$ cat src/rtl/demux_skid.sv
// Registered 1:2**_N demultiplexer with a two-entry (main + skid) buffer.
// Beats leave strictly in arrival order; a stalled destination blocks all later beats.
module demux_skid #(
    parameter int unsigned _W = 32,
    parameter int unsigned _N = 2
) (
    input  logic              clk,
    input  logic              rst_n,
    input  logic              in_valid,
    output logic              in_ready,
    input  logic [_W-1:0]     in_data,
    input  logic [_N-1:0]     in_sel,
    output logic [2**_N-1:0]  out_valid,
    input  logic [2**_N-1:0]  out_ready,
    output logic [_W-1:0]     out_data,
    output logic [1:0]        occ
);

    localparam int unsigned NO = 2**_N;

    typedef struct packed {
        logic [_N-1:0] sel;
        logic [_W-1:0] data;
    } beat_t;

    // Encoding doubles as the occupancy count.
    typedef enum logic [1:0] {
        EMPTY = 2'd0,
        ONE   = 2'd1,
        TWO   = 2'd2
    } state_t;

    state_t          state, state_nxt;
    beat_t           main_q, main_nxt;
    beat_t           skid_q, skid_nxt;
    beat_t           in_beat;
    logic            in_fire;
    logic            out_fire;
    logic [NO-1:0]   out_valid_nxt;

    assign in_beat  = '{sel: in_sel, data: in_data};
    assign in_fire  = in_valid & in_ready;
    // out_valid is one-hot, so only the addressed ready bit can contribute.
    assign out_fire = |(out_valid & out_ready);
    assign out_data = main_q.data;

    always_comb begin
        state_nxt = state;
        main_nxt  = main_q;
        skid_nxt  = skid_q;
        case (state)
            EMPTY: begin
                if (in_fire) begin
                    main_nxt  = in_beat;
                    state_nxt = ONE;
                end
            end
            ONE: begin
                if (in_fire && out_fire) begin
                    main_nxt = in_beat;
                end else if (in_fire) begin
                    skid_nxt  = in_beat;
                    state_nxt = TWO;
                end else if (out_fire) begin
                    state_nxt = EMPTY;
                end
            end
            TWO: begin
                if (out_fire) begin
                    main_nxt  = skid_q;
                    state_nxt = ONE;
                end
            end
            default: state_nxt = EMPTY;
        endcase
        out_valid_nxt = (state_nxt != EMPTY) ? (NO'(1) << main_nxt.sel) : '0;
    end

    always_ff @(posedge clk or negedge rst_n) begin
        if (!rst_n) begin
            state     <= EMPTY;
            main_q    <= '0;
            skid_q    <= '0;
            in_ready  <= 1'b0;
            out_valid <= '0;
            occ       <= 2'd0;
        end else begin
            state     <= state_nxt;
            main_q    <= main_nxt;
            skid_q    <= skid_nxt;
            in_ready  <= (state_nxt != TWO);
            out_valid <= out_valid_nxt;
            occ       <= 2'(state_nxt);
        end
    end

endmodule

$ cat config.mk
export PLATFORM = sky130hd
export DESIGN_NAME = demux_skid
export DESIGN_NICKNAME = d
export VERILOG_FILES = /design/src/rtl/demux_skid.sv
export SDC_FILE = /design/constraint.sdc
export NUM_CORES = 1
export LEC_CHECK = 0
export CAP_MARGIN = 20
export CELL_PAD_IN_SITES_DETAIL_PLACEMENT = 1
export CELL_PAD_IN_SITES_GLOBAL_PLACEMENT = 1
export CORE_UTILIZATION = 36
export CTS_CLUSTER_SIZE = 8
export DETAILED_ROUTE_END_ITERATION = 6
export PLACE_DENSITY = 0.73
export SYNTH_ARGS = -nofsm -noshare
export SYNTH_HDL_FRONTEND = slang
export SYNTH_SLANG_ARGS = --single-unit
$ cat constraint.sdc
create_clock -name clk -period 1.5 [get_ports clk]
set_input_delay 0.225 -clock clk [delete_from_list [all_inputs] [get_ports clk]]
set_output_delay 0.225 -clock clk [all_outputs]
set_load 0.02 [all_outputs]
==> impl_metrics.ini <==
[sta]
skew_ns = 0.00879
fin_crit_ns = 1.65
rsz0062_at_grt = yes
slew_headroom = 0.731
holdWs_ns = 0.353
slew_violations = 0
hold_viol = 0
setup_violations = 71
fin_ws_ns = -0.149
worst_pin_slew_ns = 0.404
fmax_ghz = 0.606
finalCritPeriodShare = 1.10

[synth]
seq_area_frac_synth = 0.540
synthAdderAreaFrac = 0
ys_warn_count = 0
synth_seq_cells = 75
synth_top_family_by_area = multiplexers
syn_inst = 290
syn_nets = 331
syn_avg_cell_area_um2 = 12.0
yosys.area_share.simple = 0.104
synth_cell_type_count = 33
synth_xor_area_frac = 0
synth.cell_area_mm2 = 0.00348
synth_compound_area_frac = 0.116
synth.area.mux_share = 0.145

[setup_path]
crit_path_end_kind = register
critical_path.startpoint = out_valid[2]
start_kind = register
r2r_cells = 6
r2r_start = out_valid[2]
rrSetupSlack_ns = -0.15
required_ns = 1.72
worst-setup-path-type = register to register
cp_max_fo = 17
arrival_ns = 1.87
r2r-end = skid_q[30]

[die]
ios = 80
initial_core_util = 0.375
die_w_um = 100
num_rows = 35
die_height_um = 100
die_area_mm2 = 0.0101
design.core.area_mm2 = 0.00928

[routing]
post_drt_wl_per_cell_um = 16.4
postRouteAntennaNets = 0
wirelength_mm = 8.09
drcViolationCount = 0
first_iter_violations = 66
dr.pass1.iters = 4
via_count = 2348
drt-vias-per-instance = 4.75

[global_routing]
grt_start_max_net_pins = 36
antenna_found_initial = 1
gr-usage-met2 = 0.298
grt_pass1_vias = 2655
met1_usage = 0.223
grt_overflow = 0
grt_first_pass_wirelength_mm = 13.7
grt_usage = 0.177
grt_busiest_layer = met2
grtUsageMet3 = 0.0397

[final_layout]
antenna_cells = 0
final_common_cell = dfrtp_1
syn_to_final_growth_pct = 33.4
drive_gt1_frac = 0.258
stdcell_area_mm2 = 0.00464
final_nets = 401
final_cells = 494
final_cell_mix = dfrtp_1 (69), nand2_1 (68), clkdlybuf4s50_1 (39), dlygate4sd2_1 (39), a22oi_1 (31)

[place]
routabilityCongestion = 0.754
dp_hpwl_mm = 5.71
dp.cells = 475
postPlaceCellArea_mm2 = 0.00445
io_buffers = 79

[cts]
cts-root-buf = clkbuf_8
numCtsBuffers = 9
clk_latency_ns = 0.34
path_clk_slew_ns = 0.08
cts.htree.levels = 3
cts_sinks = 75
cts_max_path_buffers = 2
cts_tree = yes

[job]
max_cap_violations = 0

[power]
cellPowerDensity_mw_per_mm2 = 2090
peakVddDrop_v = 0.000869
p_leak_nw = 2.29

[status]
violations = negative setup slack
status = complete, but fails checks

[hold_path]
hold_class = input port to async pin
## state kept, by name, indices dropped and copies added (netlist names)
register	count
out_valid	4
state	2
skid_q	34
out_data	32
in_ready	1
main_q	2
## metal layers
metal  routed length, µm  up-vias  part of all wire
met2                3990       52              0.49
met4                 102        2             0.013
li1                    -     1107                 -
met3                 358       10             0.044
met5                  12        -            0.0015
met1                3620     1177              0.45
## power by group
part | total (mW) | switching (mW) | leakage, nW | internal, mW
clock network | 1.60 | 0.775 | 0.0922 | 0.821
logic | 4.46 | 2.15 | 1.30 | 2.31
registers | 3.62 | 0.598 | 0.905 | 3.02
total | 9.67 | 3.52 | 2.29 | 6.15
## cell families (layout without fill, tap and decap cells)
logic type	count (synthesis)	after routing
compound gates	49	49
mux	35	35
buf+inv	48	123
flops	75	75
simple gates	83	83
## metrics by stage
stage / setup WS, ns / total power [mW] / setup TNS, ns / utilization
3_3_place_gp: -0.374 / 8.22 / -24.09 / 0.479
6_report: -0.149 / 9.67 / -6.93 / 0.499
4_1_cts: -0.155 / 9.77 / -7.88 / 0.497
5_1_grt: -0.204 / 10.3 / -11.87 / 0.499
2_1_floorplan: -0.120 / 6.86 / -3.75 / -
3_5_place_dp: -0.432 / 8.44 / -27.77 / 0.479
## worst max-delay path by stage
stage                   end  slack [ns]  depth (start not counted)
6_report         skid_q[30]       -0.15                          6
5_1_grt           skid_q[4]       -0.20                          6
4_1_cts          skid_q[32]       -0.15                          6
3_5_place_dp     skid_q[32]       -0.43                          7
3_3_place_gp   out_valid[1]       -0.37                          7
2_1_floorplan    skid_q[10]       -0.12                          6
## repair_timing
item,CTS,global route
hold buffers,1,0
buffers inserted,1,1
setup endpoints to repair,109,73
gates resized for setup,39,4
pin swaps,0,1
hold endpoints to repair,25,0
## worst max-delay path, cell delays in order, from the launching register on
cell and delay, ns:
dfrtp_2 0.44, a22oi_4 0.26, nand2_2 0.13, nor2_4 0.13, nand2_4 0.09, buf_12 0.18, mux2_4 0.30
## Yosys cell counts, drive strengths merged
master,n,area share
nand2,70,0.078
nor2,4,0.0065
nand2b,1,0.0018
and3b,2,0.0050
nor3b,1,0.0036
a211o,1,0.0025
o21ai,4,0.0058
nand4,1,0.0018
a21oi,4,0.0068
inv,3,0.0032
a22oi,34,0.081
nor3,1,0.0014
and2,1,0.0018
a21boi,2,0.0043
clkbuf,6,0.0065
dfrtp,75,0.54
a31o,1,0.0050
a22o,1,0.0025
mux2,34,0.14
buf,39,0.085
nand3b,1,0.0022
mux2i,1,0.0029
a31oi,1,0.0061
and3,1,0.0018
o22ai,1,0.0018
## final cells by class
type,count,area [µm²]
clock buffers,11,141
clock inverters,5,61.3
fillers,1000,4650
inverters,3,11.3
multi-input cells,167,1310
flip-flops and latches,75,1880
well taps,129,161
repair buffers,104,1070
Note: power is estimated with default switching activity, not from simulation.
